===== config.mk =====
export PLATFORM = sky130hd
export DESIGN_NAME = mem_arbiter
export DESIGN_NICKNAME = d
export VERILOG_FILES = /design/src/rtl/mem_arb_pkg.sv /design/src/rtl/mem_arb_resp.sv /design/src/rtl/mem_arbiter.sv
export SDC_FILE = /design/constraint.sdc
export NUM_CORES = 1
export LEC_CHECK = 0
export CORE_ASPECT_RATIO = 0.5
export CORE_MARGIN = 1
export CORE_UTILIZATION = 30
export DETAILED_ROUTE_END_ITERATION = 7
export GPL_TIMING_DRIVEN = 0
export PLACE_DENSITY_LB_ADDON = 0.08
export SLEW_MARGIN = 20
export SYNTH_ARGS = -nofsm -noshare
export SYNTH_HDL_FRONTEND = slang
export SYNTH_SLANG_ARGS = --single-unit

===== constraint.sdc =====
create_clock -name clock -period 3 [get_ports clock]
set_input_delay 0.75 -clock clock [delete_from_list [all_inputs] [get_ports clock]]
set_output_delay 0.75 -clock clock [all_outputs]
set_load 0.1 [all_outputs]

===== src/rtl/mem_arb_pkg.sv =====
// rtl/mem_arb_pkg.sv - shared FSM state, request type and address check for mem_arbiter
package mem_arb_pkg;

  typedef enum logic [1:0] {
    IDLE    = 2'd0,
    CPU_OWN = 2'd1,
    DMA_OWN = 2'd2
  } arb_state_t;

  typedef struct packed {
    logic        we;
    logic [31:0] addr;
    logic [31:0] wdata;
  } mem_req_t;

  function automatic logic addr_in_range(input logic [31:0] addr, input int unsigned word_num);
    return addr < word_num;
  endfunction

endpackage


===== src/rtl/mem_arb_resp.sv =====
// rtl/mem_arb_resp.sv - per-port response register: one-cycle rvalid pulse, rdata held until next response
module mem_arb_resp
  import mem_arb_pkg::*;
(
  input  logic        clock,
  input  logic        reset,
  input  logic        accept,
  input  logic [31:0] data,
  output logic        rvalid,
  output logic [31:0] rdata
);

  always_ff @(posedge clock) begin
    if (reset) begin
      rvalid <= 1'b0;
      rdata  <= '0;
    end else begin
      rvalid <= accept;
      if (accept) rdata <= data;
    end
  end

endmodule


===== src/rtl/mem_arbiter.sv =====
// rtl/mem_arbiter.sv - CPU/DMA arbiter onto one memory port; define MEM_ARB_RR_EN for round-robin ties
module mem_arbiter
  import mem_arb_pkg::*;
#(
  parameter int unsigned WORD_NUM = 2048
) (
  input  logic        clock,
  input  logic        reset,
  input  logic        cpu_valid,
  output logic        cpu_ready,
  input  logic        cpu_we,
  input  logic [31:0] cpu_addr,
  input  logic [31:0] cpu_wdata,
  output logic        cpu_rvalid,
  output logic [31:0] cpu_rdata,
  input  logic        dma_valid,
  output logic        dma_ready,
  input  logic        dma_we,
  input  logic [31:0] dma_addr,
  input  logic [31:0] dma_wdata,
  input  logic        dma_lock,
  output logic        dma_rvalid,
  output logic [31:0] dma_rdata,
  output logic        mem_we,
  output logic [31:0] mem_addr,
  output logic [31:0] mem_wdata,
  input  logic [31:0] mem_rdata,
  output logic        range_err
);

  arb_state_t  state;
  mem_req_t    cpu_req;
  mem_req_t    dma_req;
  mem_req_t    sel_req;
  logic        pick_cpu;
  logic        pick_dma;
  logic        arb_open;
  logic        grant_cpu;
  logic        grant_dma;
  logic        transfer;
  logic        in_range;
  logic [31:0] rsp_data;
`ifdef MEM_ARB_RR_EN
  logic        rr_ptr;  // 0: CPU wins a tie, 1: DMA wins a tie
`endif

  assign cpu_req = '{we: cpu_we, addr: cpu_addr, wdata: cpu_wdata};
  assign dma_req = '{we: dma_we, addr: dma_addr, wdata: dma_wdata};

  always_comb begin
`ifdef MEM_ARB_RR_EN
    pick_dma = dma_valid && (!cpu_valid || rr_ptr);
`else
    pick_dma = dma_valid;
`endif
    pick_cpu = cpu_valid && !pick_dma;
  end

  // A dropped owner reopens arbitration in the same cycle, so handover costs no bubble
  always_comb begin
    grant_cpu = 1'b0;
    grant_dma = 1'b0;
    arb_open  = 1'b0;
    case (state)
      CPU_OWN: begin
        if (cpu_valid) grant_cpu = 1'b1;
        else           arb_open  = 1'b1;
      end
      DMA_OWN: begin
        if (dma_valid)      grant_dma = 1'b1;
        else if (!dma_lock) arb_open  = 1'b1;
      end
      default: arb_open = 1'b1;
    endcase
    if (arb_open) begin
      grant_cpu = pick_cpu;
      grant_dma = pick_dma;
    end
    if (reset) begin
      grant_cpu = 1'b0;
      grant_dma = 1'b0;
    end
  end

  always_comb begin
    if (grant_dma)      sel_req = dma_req;
    else if (grant_cpu) sel_req = cpu_req;
    else                sel_req = '0;
  end

  assign transfer  = grant_cpu | grant_dma;
  assign in_range  = addr_in_range(sel_req.addr, WORD_NUM);
  assign cpu_ready = grant_cpu;
  assign dma_ready = grant_dma;
  assign mem_we    = sel_req.we & transfer & in_range;
  assign mem_addr  = sel_req.addr;
  assign mem_wdata = sel_req.wdata;
  assign rsp_data  = (sel_req.we || !in_range) ? '0 : mem_rdata;

  always_ff @(posedge clock) begin
    if (reset) begin
      state     <= IDLE;
      range_err <= 1'b0;
`ifdef MEM_ARB_RR_EN
      rr_ptr    <= 1'b0;
`endif
    end else begin
      range_err <= transfer && !in_range;
      if (grant_cpu)                           state <= CPU_OWN;
      else if (grant_dma)                      state <= DMA_OWN;
      else if (!(state == DMA_OWN && dma_lock)) state <= IDLE;
`ifdef MEM_ARB_RR_EN
      if (transfer) rr_ptr <= grant_cpu;
`endif
    end
  end

  mem_arb_resp u_cpu_resp (
    .clock  (clock),
    .reset  (reset),
    .accept (grant_cpu),
    .data   (rsp_data),
    .rvalid (cpu_rvalid),
    .rdata  (cpu_rdata)
  );

  mem_arb_resp u_dma_resp (
    .clock  (clock),
    .reset  (reset),
    .accept (grant_dma),
    .data   (rsp_data),
    .rvalid (dma_rvalid),
    .rdata  (dma_rdata)
  );

endmodule


Yosys cells after proc, flatten, opt, wreduce, memory -nomap -nowiden --
Cells that the tools add are included.
Word-level totals: logic and storage cells 40, bits of input ports 167, register bits after elaboration 69, output and inout port bits 134
Operators by class: bitwise operators 3, reductions and logical operators 7, mux-type cells 18, eq/ne operators 4, $lt $le $gt $ge 1
Operator list (number):
- two-way mux 65 bit | 2
- < comparator 32 x 12 -> 1 bit, second input constant | 1
- two-way mux 32 bit | 1
- two-way mux 1 bit | 12
- two-way mux 2 bit | 2
- logical AND 1 bit | 3
- inequality test 3 bit, second input constant | 1
- AND 1 bit | 2
- == test 2 x 1 -> 1 bit, second input constant | 1
- == test 2 bit, second input constant | 1
- zero test 1 bit | 2
- inequality test 2 bit, second input constant | 1
- one-hot mux 1 bit (2 select lines) | 1
- OR reduction 2 bit | 1
- logical OR 1 bit | 1
- OR 1 bit | 1

Longest topological paths before layout --
Gate-level depths: netlist of run 1.
depth in word-level cells 11, depth in mapped cells 9, mapped depth without buffers 7

Modules after synthesis --
A second synthesis of run 1 with hierarchy kept.
Unflattened totals: cells, all modules 414, area, all modules 3926.3 sq um
By module, submodules not included:
- mem_arb_resp | area each 1202.4 sq um, seq. area each 660.6 sq um, cells an instance 106, instances 2
- mem_arbiter | area each 1521.5 sq um, seq. area each 60.1 sq um, cells an instance 202, instances 1

Least setup slack after synthesis of run 1 --
No wires, ideal clock.
path type input to output, from input port cpu_valid, to output port mem_addr[11], data arrival time 3131 ps, required time 2250 ps, stages 4, slack -881 ps, path buffers 1, path through nand2b_1 -> a21oi_2 -> clkbuf_1 -> a22o_1
Between the ends: elaborated cells on any way between the ends 11, classes of those cells 10 x mux; 1 x reduce/logical
RTL lines:
- start, declared | line mem_arbiter.sv:9 | input logic cpu_valid,
- two-way mux 1 bit | line mem_arbiter.sv:66 | if (cpu_valid) grant_cpu = 1'b1;
- one-hot mux 1 bit (2 select lines) | line mem_arbiter.sv:64 | case (state)
- two-way mux 1 bit | line mem_arbiter.sv:75 | if (arb_open) begin
- two-way mux 1 bit | line mem_arbiter.sv:79 | if (reset) begin
- net dma_ready | line mem_arbiter.sv:17 | output logic dma_ready,
- two-way mux 65 bit | line mem_arbiter.sv:86 | if (grant_dma) sel_req = dma_req;
- end, declared | line mem_arbiter.sv:25 | output logic [31:0] mem_addr,
The timed path passes the listed nets, and every way through them passes these cells.

Worst setup path in the final report of run 1 --
from input port cpu_addr[21], to output port mem_we
Between the ends: word-level cells in the longest chain between the ends 4
RTL lines:
- start, declared | line mem_arbiter.sv:12 | input logic [31:0] cpu_addr,
- two-way mux 65 bit | line mem_arbiter.sv:87 | else if (grant_cpu) sel_req = cpu_req;
- two-way mux 65 bit | line mem_arbiter.sv:86
- < comparator 32 x 12 -> 1 bit | line mem_arb_pkg.sv:17 | return addr < word_num;
- AND 1 bit | line mem_arbiter.sv:95 | assign mem_we = sel_req.we & transfer & in_range;
- end, declared | line mem_arbiter.sv:24 | output logic mem_we,
No other way between the ends.

==> results of run 1 <==
[routing by layer]
metal	vias up	track usage	wire length [um]
li1	1847	-	-
met1	2005	0.304	6520
met2	175	0.493	8880
met3	45	0.0761	1070
met4	0	0.0962	579
met5	-	0	0
[state kept, by name, summed over array words and instances, names as in the netlist]
register	flops
state	2
u_dma_resp.rvalid	1
u_cpu_resp.rvalid	1
range_err	1
u_cpu_resp.rdata	32
u_dma_resp.rdata	32
[cell type report]
| cell class | instances | share of cell area |
|---|---|---|
| Buffer | 32 | 0.0424 |
| Clock buffer | 9 | 0.0275 |
| Clock inverter | 6 | 0.00796 |
| Inverter | 4 | 0.00184 |
| Multi-Input combinational cell | 183 | 0.269 |
| Sequential cell | 69 | 0.169 |
| Tap cell | 140 | 0.0214 |
| Timing Repair Buffer | 312 | 0.461 |
[synthesized netlist by cell type (all sizes together), types with 2 or more instances]
| cell | n | area share |
|---|---|---|
| a21oi | 6 | 0.012 |
| a22o | 96 | 0.27 |
| nand2 | 2 | 0.0024 |
| dfxtp | 69 | 0.44 |
| inv | 4 | 0.0048 |
| nor2b | 2 | 0.0040 |
| nand2b | 6 | 0.012 |
| nor4 | 6 | 0.012 |
| or3 | 2 | 0.0040 |
| a32oi | 3 | 0.0083 |
| o21ai | 3 | 0.0083 |
| nand3 | 2 | 0.0032 |
| nand4 | 2 | 0.0040 |
| and3 | 2 | 0.0040 |
| nor2 | 7 | 0.0083 |
| nor3 | 2 | 0.0032 |
| and4 | 2 | 0.0056 |
| a32o | 32 | 0.11 |
| ha | 2 | 0.0079 |
| clkbuf | 15 | 0.018 |
| buf | 18 | 0.044 |
[kinds of logic after synthesis]
| logic type | synth area share |
|---|---|
| fa+ha+maj | 0.00794 |
| simple gates | 0.0727 |
| compound gates | 0.414 |
| flops | 0.438 |
| buf+inv | 0.0667 |
[cells in the final DEF (no fill, tap or decap), types with 7 or more instances in the layout]
cell type	Yosys	final
clkdlybuf4s50_1	0	200
buf_12	0	72
dfxtp_1	69	67
a22o_4	0	56
a22o_1	96	32
a32o_2	30	30
dlygate4sd2_1	0	20
clkbuf_16	0	11
buf_4	3	9
a22o_2	0	8
clkbuf_1	15	8
clkdlybuf4s15_1	0	7
[through the flow]
| stage | std cells | util | TNS [ps] | area (um2) |
|---|---|---|---|---|
| after floorplan | 289 | - | -441 | 3550 |
| after global placement | 729 | 0.659 | -103760 | 6730 |
| final | 755 | 0.801 | -5400 | 8180 |
| after CTS | 752 | 0.779 | -2600 | 7960 |
| after detailed placement | 729 | 0.659 | -106580 | 6730 |
| after global routing | 755 | 0.801 | -9750 | 8180 |
[worst paths after layout]
check / startpoint / end / slack [ps] / cells after the start
worst max-delay path: cpu_addr[21] / mem_we / -320 / 8
worst min-delay path: u_cpu_resp.rdata[6]$_SDFFE_PP0N_ / u_cpu_resp.rdata[6]$_SDFFE_PP0N_ / 470 / 1
worst max register to register: state[0]$_SDFFE_PP0P_ / u_cpu_resp.rdata[21]$_SDFFE_PP0N_ / 580 / 10
worst min register to register: u_cpu_resp.rdata[6]$_SDFFE_PP0N_ / u_cpu_resp.rdata[6]$_SDFFE_PP0N_ / 470 / 1
[timing repair]
| action | in CTS | in global routing |
|---|---|---|
| pin swaps | 17 | 13 |
| gates resized for setup | 686 | 40 |
| setup buffers | 7 | 1 |
| endpoints found under the setup margin | 67 | 67 |
| gates cloned | 2 | 2 |
[power groups by stage]
stage / logic (W) / clock network (W) / registers (W)
2_1_floorplan: 0.000779 / 0 / 0.00115
3_3_place_gp: 0.00142 / 0 / 0.000974
3_5_place_dp: 0.00142 / 0 / 0.000975
4_1_cts: 0.00165 / 0.00104 / 0.000957
5_1_grt: 0.00176 / 0.00108 / 0.000960
6_report: 0.00172 / 0.00102 / 0.000957
==> results.md, run 1 <==
* Overall Global Routing Usage at 0.268
* Core area at 0.0102 mm2
* RSZ-0062 raised after global routing: true
* Gpl congestion at 0.791
* Int Pwr at 0.00227 W
* Clock skew at 3.81 ps
* Total number of vias at 4072
* Comb pwr share at 0.465
* Delay-heaviest family, CP: simple AND/OR/NAND/NOR gates
* CP peak stage delay at 400 ps
* DRC at 0
* Register area at 0.00138 mm2
* Total wire length at 17000 um
* Die width at 147 um
* P per Cell Area at 452 mW/mm2
* Tmin final at 3320 ps
* H-tree levels at 3
* Post-synthesis average cell area at 10.9 um2
* Layout cells sized above 1 at 0.395
* Pin count of the biggest net entering global routing at 16
* Wire per inst at 22.6 um
* Synth Instances at 289
* Max-Cap Viols at 0
* Layout Nets at 780
* DRT iter0 DRCs at 152
* CTS clk-pin slew, worst paths at 60 ps
* HPWL after DPL at 11000 um
* Post-synthesis instance area at 0.00315 mm2
* Die H at 74.5 um
* Initial Utilization at 0.309
* Max-slew violations at 0
* Violated checks: negative setup slack
* Final WS setup at -319 ps
* Tcrit/Tclk final at 1.11
* Worst Tran Pin Value at 1020 ps
* Final setup fails at 65
* Ys flop type: dfxtp_1
* CP max stage cell: nor4_2
* Register share of total power at 0.259
* # diodes at 0
* Cell variety after synth at 36
* Required time of the critical path at 2250 ps
* HP Class: reg2reg
* Total Power at 0.00370 W
* CTS sink cnt at 69
* Multi-input gate area at 0.00220 mm2
* Post-Syn Nets at 458
* Clock buffer depth at 2
* Final hold violations at 0
* Number of fillers in the final layout at 582
* Vias per std cell at 5.39
* Net Sw Frac at 0.385
* Status: finished, violations left
* Final ANT Viol Nets at 0
* Crit path cell chain: clkdlybuf4s15_1, nor4_2, nand4_1, o211ai_1, and3_1, buf_6, and3_4, buf_12
* Hold slack at 467 ps
* Clock share of power at 0.276
* Leak at 3.47 nW
* Setup crit start kind: primary input
* First-pass GRT wire length at 22400 um
* CTS buffer count at 9
* CTS tree: built
* Crit path capture type: output pin
* Max Fclk at 0.301 GHz
* Vias in the first global route at 4007
* Worst EP arrival at 2570 ps
* Post-synth EDFFs at 0
* Die area at 0.0109 mm2
* Syn. warnings at 0
* Cell Rows at 26
* Sw Pwr at 0.00142 W
* Critical path fanouts, max at 2
* GR Overflow Total at 0
* Clock root buffer: clkbuf_16
* Rel. slew slack at 0.321
* FFs w/ async S/R, synth at 0
* VDD IR max at 0.000284 V
* Post-synthesis sequential area ratio at 0.438
* Later-pin clock latency in the skew report at 320 ps
* Layout area overhead at 159%
* Port Buffer Count at 300
* Drt first pass iters at 6
* Yosys reg bits at 69
* Place WS at -1750 ps
* Antenna violations before repair at 0
* I/O pin cnt at 301
* CP Buf/Inv Count at 3
* Cts hold-fix bufs at 0
* Crit path kind: in2out
(Power assumes the default switching activity.)
==> inputs of run 2 (changes only) <==
--- a/config.mk
+++ b/config.mk
@@ -5,9 +5,10 @@
 export SDC_FILE = /design/constraint.sdc
 export NUM_CORES = 1
 export LEC_CHECK = 0
+export ABC_AREA = 1
 export CORE_ASPECT_RATIO = 0.5
 export CORE_MARGIN = 1
-export CORE_UTILIZATION = 30
+export CORE_UTILIZATION = 36
 export DETAILED_ROUTE_END_ITERATION = 7
 export GPL_TIMING_DRIVEN = 0
 export PLACE_DENSITY_LB_ADDON = 0.08
==> results.md, run 2 <==
* Overall Global Routing Usage at 0.353
* Post-route design area at 0.0107 mm2
* Area contributors post-synth: dfxtp_1 (32%), nand2_1 (14%), nand4_4 (14%)
* H-tree levels at 3
* Worst EP arrival at 3080 ps
* Leading area contributor after synthesis: dfxtp_1
* Clock skew at 7.11 ps
* Place WS at -2040 ps
* Cell variety after synth at 25
* Post-synthesis instance area at 0.00437 mm2
* P per Cell Area at 528 mW/mm2
* Wire per inst at 26.2 um
* Total wire length at 28800 um
* Synth Instances at 547
* Final ANT Viol Nets at 0
* Max Fclk at 0.261 GHz
* Leak at 4.17 nW
* Cell Rows at 28
* Inst Count DP at 1012
* DRC at 0
* Post-synth EDFFs at 0
* Violated checks: negative setup slack
* Synth top area share at 0.316
* Core area at 0.0118 mm2
* Final non-filler cell total at 1099
* Antenna violations before repair at 1
* Later-pin clock latency in the skew report at 330 ps
* Clock root buffer: clkbuf_16
* Required time of the critical path at 2250 ps
* Drt first pass iters at 8
* Gpl congestion at 0.841
* R2r setup slk at -310 ps
* Initial Utilization at 0.370
* Status: finished, violations left
* Dpl cell area at 0.00831 mm2
* Layout Nets at 1097
* Final hold violations at 0
* CTS buffer count at 9
* Setup crit start kind: flip-flop
* Crit path capture type: output pin
* VDD IR max at 0.000336 V
* Synth cell count leaders: nand2_1 (165), o21ai_0 (80), dfxtp_1 (69)
* Rel. slew slack at 0.274
* Number of fillers in the final layout at 392
* Final WS setup at -826 ps
* Vias per std cell at 5.83
* HP Class: reg2reg
* HPWL after DPL at 12900 um
* Max-slew violations at 0
* Critical path fanouts, max at 6
* Port Buffer Count at 300
* Register area at 0.00139 mm2
* Largest regs: u_cpu_resp.rdata x32, u_dma_resp.rdata x32, state x2
* Vias in the first global route at 6000
* Multi-input gate area at 0.00362 mm2
* Pin count of the biggest net entering global routing at 14
* Layout area overhead at 146%
* Post-Syn Nets at 716
* DRT iter0 DRCs at 684
* CTS tree: built
* Clock buffer depth at 2
* Max-Cap Viols at 0
* Ys flop type: dfxtp_1
* Die area at 0.0126 mm2
* Die width at 158 um
* Cts hold-fix bufs at 0
* Die H at 79.9 um
* Tmin final at 3830 ps
* Tcrit/Tclk final at 1.28
* RSZ-0062 raised after global routing: true
* First-pass GRT wire length at 33300 um
* Total number of vias at 6406
* Post-synthesis sequential area ratio at 0.316
* Most common cell after layout, fill and taps aside: clkdlybuf4s50_1
* Total Power at 0.00566 W
* Crit path kind: reg2out
* Yosys reg bits at 69
* Most frequent cells in the layout: clkdlybuf4s50_1 (229), nand2_1 (108), buf_12 (77), dfxtp_1 (67), o21ai_4 (56)
* Most numerous cell in the Yosys netlist: nand2_1
* Post-synthesis average cell area at 7.99 um2
* CTS clk-pin slew, worst paths at 60 ps
* CTS sink cnt at 69
* Layout cells sized above 1 at 0.472
* FFs w/ async S/R, synth at 0
* Final setup fails at 131
* Syn. warnings at 0
* I/O pin cnt at 301
* GR Overflow Total at 0
* Worst Tran Pin Value at 1090 ps
-- run 2: area by class of cell --
class / instances / share of cell area
repair buffers: 374 / 0.421
diodes: 1 / 0.000233
well taps: 165 / 0.0192
flip-flops and latches: 69 / 0.129
clock inverters: 6 / 0.00595
plain buffers: 42 / 0.0534
inverters: 29 / 0.0125
clock buffers: 10 / 0.0213
multi-input cells: 403 / 0.337
-- run 2: final timing paths --
check	cells past startpoint	startpoint	end
worst max-delay path	16	state[0]$_SDFFE_PP0P_	mem_we
worst min register to register	2	u_cpu_resp.rdata[8]$_SDFFE_PP0N_	u_cpu_resp.rdata[8]$_SDFFE_PP0N_
worst min-delay path	2	u_cpu_resp.rdata[8]$_SDFFE_PP0N_	u_cpu_resp.rdata[8]$_SDFFE_PP0N_
worst max register to register	25	state[0]$_SDFFE_PP0P_	u_cpu_resp.rdata[22]$_SDFFE_PP0N_
-- run 2: metrics by stage --
stage / hold WS, ps / utilization / setup TNS, ps
floorplan: 461 / - / -4190
global placement: 443 / 0.704 / -114220
detailed placement: 444 / 0.704 / -118270
CTS: 459 / 0.849 / -3470
global route: 476 / 0.909 / -28460
finish: 457 / 0.909 / -26210
-- run 2: power breakdown --
| group | switching, W | internal [W] | leakage (nW) |
|---|---|---|---|
| sequential | 0.0000345 | 0.000968 | 0.563 |
| clock | 0.000410 | 0.000642 | 0.138 |
| combinational | 0.00229 | 0.00132 | 3.47 |
-- run 2: cells by family (layout without fill, tap and decap cells) --
| kind of cell | after synthesis | in the layout | synth area share |
|---|---|---|---|
| compound gates | 156 | 156 | 0.232 |
| fa+ha+maj | 2 | 2 | 0.00573 |
| buf+inv | 75 | 461 | 0.0974 |
| flops | 69 | 69 | 0.316 |
| other cells | 0 | 1 | 0 |
| simple gates | 245 | 245 | 0.349 |
-- run 2: worst max-delay path: stages (launching register included) --
cell	delay (ps)
dfxtp_4	370
buf_6	120
ha_4	160
buf_4	120
nor2_1	190
nand2_1	180
nand3_4	180
buf_12	160
nor2_1	60
nor2_1	240
nand2_1	100
nor2_1	150
nand2_2	120
nor2_8	190
nand2_4	70
nor2_4	130
buf_12	180
-- run 2: repair_timing --
action / CTS / global route
pin swaps: 52 / 62
gates cloned: 10 / 4
setup endpoints to repair: 67 / 99
resized for setup: 681 / 168
setup buffers: 42 / 24
-- run 2: routing by layer --
metal / share of wire / GRT usage / vias up
met5: 0 / 0 / -
met2: 0.46 / 0.620 / 567
met4: 0.082 / 0.205 / 0
li1: - / - / 2593
met1: 0.36 / 0.394 / 3034
met3: 0.092 / 0.0836 / 212
==> inputs of run 3 (changes only) <==
--- a/config.mk
+++ b/config.mk
@@ -12,6 +12,7 @@
 export DETAILED_ROUTE_END_ITERATION = 7
 export GPL_TIMING_DRIVEN = 0
 export PLACE_DENSITY_LB_ADDON = 0.08
+export SETUP_SLACK_MARGIN = 0.02
 export SLEW_MARGIN = 20
 export SYNTH_ARGS = -nofsm -noshare
 export SYNTH_HDL_FRONTEND = slang
==> results.md, run 3 (synthesis results as in run 2) <==
* CP max stage cell: dfxtp_2
* Layout Nets at 1054
* H-tree levels at 3
* Later-pin clock latency in the skew report at 330 ps
* Rel. slew slack at 0.305
* Net Sw Frac at 0.480
* Required time of the critical path at 2250 ps
* Register share of total power at 0.196
* CP peak stage delay at 350 ps
* HPWL after DPL at 13200 um
* Crit path cell chain: inv_2, ha_4, a21oi_4, nand2_2, nand2_8, buf_8, nor2_1, nor2_1, nand2_1, nor2_1, nand2_2, nor2_8, nand2_4, nor2_4, buf_12
* Status: finished, violations left
* Core area at 0.0118 mm2
* Tcrit/Tclk final at 1.10
* Final ANT Viol Nets at 0
* DRT iter0 DRCs at 260
* Inst Count DP at 1012
* CTS tree: built
* Die area at 0.0126 mm2
* Clock skew at 7.27 ps
* VDD IR max at 0.000328 V
* Layout cells sized above 1 at 0.377
* Cell Rows at 28
* Clock root buffer: clkbuf_16
* Gpl congestion at 0.838
* Int Pwr at 0.00264 W
* Max-Cap Viols at 0
* I/O pin cnt at 301
* First-pass GRT wire length at 27600 um
* Worst EP arrival at 2540 ps
* Leak at 3.65 nW
* Vias in the first global route at 5199
* Sw Pwr at 0.00244 W
* RSZ-0062 raised after global routing: true
* DRC at 0
* Final non-filler cell total at 1054
* # diodes at 0
* Final setup fails at 44
* Setup crit start kind: flip-flop
* P per Cell Area at 533 mW/mm2
* Antenna violations before repair at 1
* Crit path kind: reg2out
* Most common cell after layout, fill and taps aside: clkdlybuf4s50_1
* Layout area overhead at 118%
* Pin count of the biggest net entering global routing at 13
* Place WS at -2060 ps
* Violated checks: negative setup slack
* Clock share of power at 0.204
* Max Fclk at 0.304 GHz
* Final hold violations at 0
* Crit path capture type: output pin
* Worst Tran Pin Value at 1040 ps
* Wire per inst at 17.7 um
* Overall Global Routing Usage at 0.286
* Drt first pass iters at 4
* Die width at 158 um
* Number of fillers in the final layout at 737
* HP Class: reg2reg
* Total number of vias at 5224
* Critical path fanouts, max at 9
* Final WS setup at -290 ps
* CTS sink cnt at 69
* GR Overflow Total at 0
* Port Buffer Count at 300
* Most frequent CP cell: nor2_1
* Clock buffer depth at 2
* CTS clk-pin slew, worst paths at 60 ps
* Max-slew violations at 0
* Die H at 79.9 um
* CTS buffer count at 9
* Total wire length at 18700 um
* Largest regs: u_cpu_resp.rdata x32, u_dma_resp.rdata x32, state x2
* Tmin final at 3290 ps
* Cts hold-fix bufs at 0
* Vias per std cell at 4.96
* Comb pwr share at 0.600
* Most frequent cells in the layout: clkdlybuf4s50_1 (229), nand2_1 (157), dfxtp_1 (67), o21ai_4 (56), buf_12 (53)
* Initial Utilization at 0.370
==> run 3: cell count changes in the layout (fill, tap and decap cells not counted), sizes merged <==
cell and delta:
bufbuf -1, clkdlybuf4s15 -1, clkbuf -4, diode -1, buf -38, inv +2, clkinv -2
==> run 3: power by group through the flow <==
stage | clock (W) | sequential (W) | combinational, W
2_1_floorplan | 0 | 0.00135 | 0.00165
3_3_place_gp | 0 | 0.00101 | 0.00265
3_5_place_dp | 0 | 0.00101 | 0.00266
4_1_cts | 0.00105 | 0.000995 | 0.00297
5_1_grt | 0.00110 | 0.00100 | 0.00315
6_report | 0.00104 | 0.000995 | 0.00305
==> run 3: final timing paths <==
check / startpoint / to / slack [ps] / depth (start not counted)
max: state[0]$_SDFFE_PP0P_ / mem_we / -290 / 15
min: u_cpu_resp.rdata[13]$_SDFFE_PP0N_ / u_cpu_resp.rdata[13]$_SDFFE_PP0N_ / 460 / 2
max reg2reg: state[0]$_SDFFE_PP0P_ / u_dma_resp.rdata[6]$_SDFFE_PP0P_ / 470 / 16
min reg2reg: u_cpu_resp.rdata[13]$_SDFFE_PP0N_ / u_cpu_resp.rdata[13]$_SDFFE_PP0N_ / 460 / 2
==> run 3: worst max-delay path, delay by kind of cell (launching register included) <==
family / cells / cell delay [ps]
and+or+nand+nor: 10 / 1070
AOI/OAI and AO/OA: 1 / 130
adders and majority gates: 1 / 250
buffers and inverters: 3 / 380
DFF: 1 / 350
==> run 3: through the flow <==
stage	hold slack [ps]	total power, W	instance area, um2	setup TNS (ps)	utilization
2_1_floorplan	461	0.00300	5110	-4020	-
3_3_place_gp	443	0.00366	8320	-116610	0.705
3_5_place_dp	445	0.00368	8320	-121110	0.705
4_1_cts	461	0.00502	9360	-4080	0.793
5_1_grt	476	0.00524	9540	-6200	0.808
6_report	457	0.00508	9540	-2750	0.808
==> run 3: timing repair <==
item                                    in CTS  in global routing
endpoints found under the setup margin      77                 62
pin swaps                                   32                 21
resized for setup                          601                 49
buffers inserted                            18                  7
gates cloned                                 2                  1
==> run 3: layout make-up <==
| class | count | area [um2] | area share |
|---|---|---|---|
| Tap cell | 165 | 206 | 0.0216 |
| Timing Repair Buffer | 328 | 3700 | 0.387 |
| Clock inverter | 6 | 63.8 | 0.00669 |
| Sequential cell | 69 | 1390 | 0.145 |
| Inverter | 29 | 131 | 0.0138 |
| Buffer | 45 | 519 | 0.0544 |
| Multi-Input combinational cell | 403 | 3310 | 0.347 |
| Clock buffer | 9 | 225 | 0.0236 |
==> run 3: per-layer routing <==
| layer | GRT usage | wire length (um) | vias to the layer above |
|---|---|---|---|
| met5 | 0 | 12 | - |
| li1 | - | - | 2506 |
| met3 | 0.0776 | 1140 | 47 |
| met4 | 0.125 | 566 | 2 |
| met2 | 0.513 | 9800 | 193 |
| met1 | 0.319 | 7170 | 2476 |
==> edit (config.mk and constraints of run 2) <==
Put one more register stage on the output `range_err`, without a reset. The value now appears one clock later. The other outputs are not delayed to match.
--- a/src/rtl/mem_arbiter.sv
+++ b/src/rtl/mem_arbiter.sv
@@ -27,6 +27,8 @@
   input  logic [31:0] mem_rdata,
   output logic        range_err
 );
+
+  logic range_err_s0;
 
   arb_state_t  state;
   mem_req_t    cpu_req;
@@ -100,12 +102,12 @@
   always_ff @(posedge clock) begin
     if (reset) begin
       state     <= IDLE;
-      range_err <= 1'b0;
+      range_err_s0 <= 1'b0;
 `ifdef MEM_ARB_RR_EN
       rr_ptr    <= 1'b0;
 `endif
     end else begin
-      range_err <= transfer && !in_range;
+      range_err_s0 <= transfer && !in_range;
       if (grant_cpu)                           state <= CPU_OWN;
       else if (grant_dma)                      state <= DMA_OWN;
       else if (!(state == DMA_OWN && dma_lock)) state <= IDLE;
@@ -133,5 +135,9 @@
     .rdata  (dma_rdata)
   );
 
+  always_ff @(posedge clock) begin
+    range_err <= range_err_s0;
+  end
+
 endmodule
 
Check against the original RTL: not equivalent (Yosys sat finds a counterexample within 4 cycles, from zero or initial values and one cycle with reset high).
==> edit against run 2 <==
The run still ends with setup timing left; total power decreased by 2.4%; sequential cell count up 1; combinational power fell by 6.4%; synthesized area is 0.46% higher; synthesized cell count rose by 0.18%; global-route usage fell by 3.4 points; utilization shrank 3.5 points; wire length decreased by 9.8%; cell area decreased by 3.5%; worst setup slack better by 230 ps; largest cell class unchanged.
==> edit: results (changes against run 2) <==
In this run the critical register-to-register path is captured at u_dma_resp.rdata[18]$_SDFFE_PP0P_. The depth of the worst register-to-register path came out at 17 (-32%). The total placed cells including tap cells is 1013 (+0.099%). The minimum hold slack came to 340 ps (-117 ps). The net switching component of the power is 2650 uW (-3.2%). The post-detailed-placement half-perimeter wirelength came to 13.0 mm (+0.79%).

The deepest clock path buffer count came out at 2 (unchanged). The checks that failed: setup timing. The met3 capacity usage during global routing is 0.0880 (+0.00436). The starting DRC count in detailed routing came out at 466 (-32%). The data arrival time of the critical path is 2840 ps (-240 ps). The average footprint of a synthesized cell came out at 8.01 sq um (+0.27%).

The insertion delay of the later-clocked pin in the worst-skew pair is 330 ps (about the same). Ranked by total cell area, the synthesized netlist is headed by dfxtp_1 32%, nand2_1 14%, nand4_4 14%. The internal power came out at 2880 uW (-1.7%). The placer congestion estimate came out at 0.809 (-3.8%).

The net count reported at finish came to 1075 (-2.0%). The hold path startpoint is range_err_s0$_SDFF_PP0_. The post-route clock skew came to 4.24 ps (-2.87 ps). The flow ran to the end, but the final reports show violations. The number of fill cells is 502 (+28%).

The maximum fanout count along the critical path is 7 (+1). The highest layer touched by signal routing is met5. The number of antenna violations at the first check in global routing is 1 (unchanged). The endpoint of the worst hold path is range_err$_DFF_P_.

The length of the first detailed-routing pass in iterations is 5 (-3). The met3 wire length came to 2.20 mm (-17%). By count the netlist is led by 165 x nand2_1, 80 x o21ai_0, 70 x dfxtp_1.

The routed wire length on met2 came out at 12.5 mm (-6.4%). The global routing met2 resource utilization is 0.553 (-0.0672). The sequential-to-total area share from yosys stat was 0.319 (+0.00312). The setup slack after layout came out at -592 ps (+234 ps). The number of nets in the synthesized netlist was 717 (+0.14%). The worst slew margin relative to its limit came out at 0.303 (+0.0285). The global routing usage on met1 came out at 0.354 (-0.0402). The slack of the worst reg-to-reg path came out at 110 ps (+420 ps).

The worst slack at placement came to -2020 ps (+17.7 ps). The peak ir drop on the vdd network came to 402 uV (+19%). The final routed wire length divided by cell count came out at 24.2 microns (-7.8%). The via count of the first global-routing pass came out at 5704 (-4.9%).

The count of final setup violators came out at 53 (-60%). The number of antenna cells inserted came to 0 (-1). The routed metal-1 wire length is 9.39 mm (-10%). The via-per-instance ratio is 5.63 (-3.4%). The cell leakage power is 0.00418 uW (+0.19%).

The cell count of the worst hold path came out at 0 (-2). The ratio of cells with drive above 1 in the final layout is 0.452 (-0.0199). The overall track demand over capacity in global routing was 0.319 (-0.0345). The total via count in the routed design came out at 6053 (-5.5%). The aggregate negative setup slack came out at -7480 ps (+18720 ps). The number of distinct library cell variants in the gate-level netlist after synthesis is 25 (unchanged). The wire length of the first global-routing pass is 30.5 mm (-8.6%). The pin count of the biggest net entering global routing is 14 (unchanged).
==> edit: cell count changes after synthesis, sizes merged <==
cell / change
dfxtp: +1
==> edit: layout make-up <==
cell class,instances,area (sq um),area share
repair buffers,350,4070,0.393
multi-input cells,403,3640,0.352
flip-flops and latches,70,1400,0.136
plain buffers,43,593,0.0573
clock buffers,9,225,0.0218
well taps,165,206,0.0199
inverters,29,129,0.0124
clock inverters,6,87.6,0.00846
==> edit: worst max path at each step <==
stage               endpoint  slack (ps)
finish                mem_we        -590
global route          mem_we        -620
global placement      mem_we       -2010
CTS                   mem_we        -310
floorplan             mem_we        -600
detailed placement    mem_we       -2020
==> edit: cell families after synthesis <==
kind of cell | share of synthesized area
AO/OA/AOI/OAI | 0.231
adder cells (fa/ha/maj) | 0.00570
buffers and inverters | 0.0969
flip-flops | 0.319
AND/OR/NAND/NOR | 0.347
==> edit: repair_timing <==
action / 4_1_cts / 5_1_grt
setup endpoints to repair: 87 / 67
buffers inserted: 26 / 17
hold buffers: 0 / 0
gates cloned: 7 / 2
resized for setup: 665 / 145
pin swaps: 37 / 26
==> edit: worst max-delay path: stages (launching register included) <==
cell and delay [ps]:
dfxtp_2 360, inv_2 60, ha_4 230, nor2_1 110
nand2_1 120, nand3_4 220, buf_12 160, nor2_1 50
nor2_1 240, nand2_1 150, nor2_2 130, nand2_2 120
nor2_8 170, nand2_4 70, nor2_4 130, buf_12 180
==> edit: power by group through the flow <==
stage	logic (uW)	clock network (uW)	registers (uW)
floorplan	1650	0	1360
global placement	2640	0	1030
detailed placement	2660	0	1030
CTS	3080	1130	1010
global route	3450	1180	1020
finish	3380	1130	1010
==> edit: through the flow <==
stage,area [sq um],util
finish,10400,0.874
global route,10400,0.874
CTS,9770,0.825
detailed placement,8330,0.704
global placement,8330,0.704
floorplan,5120,-
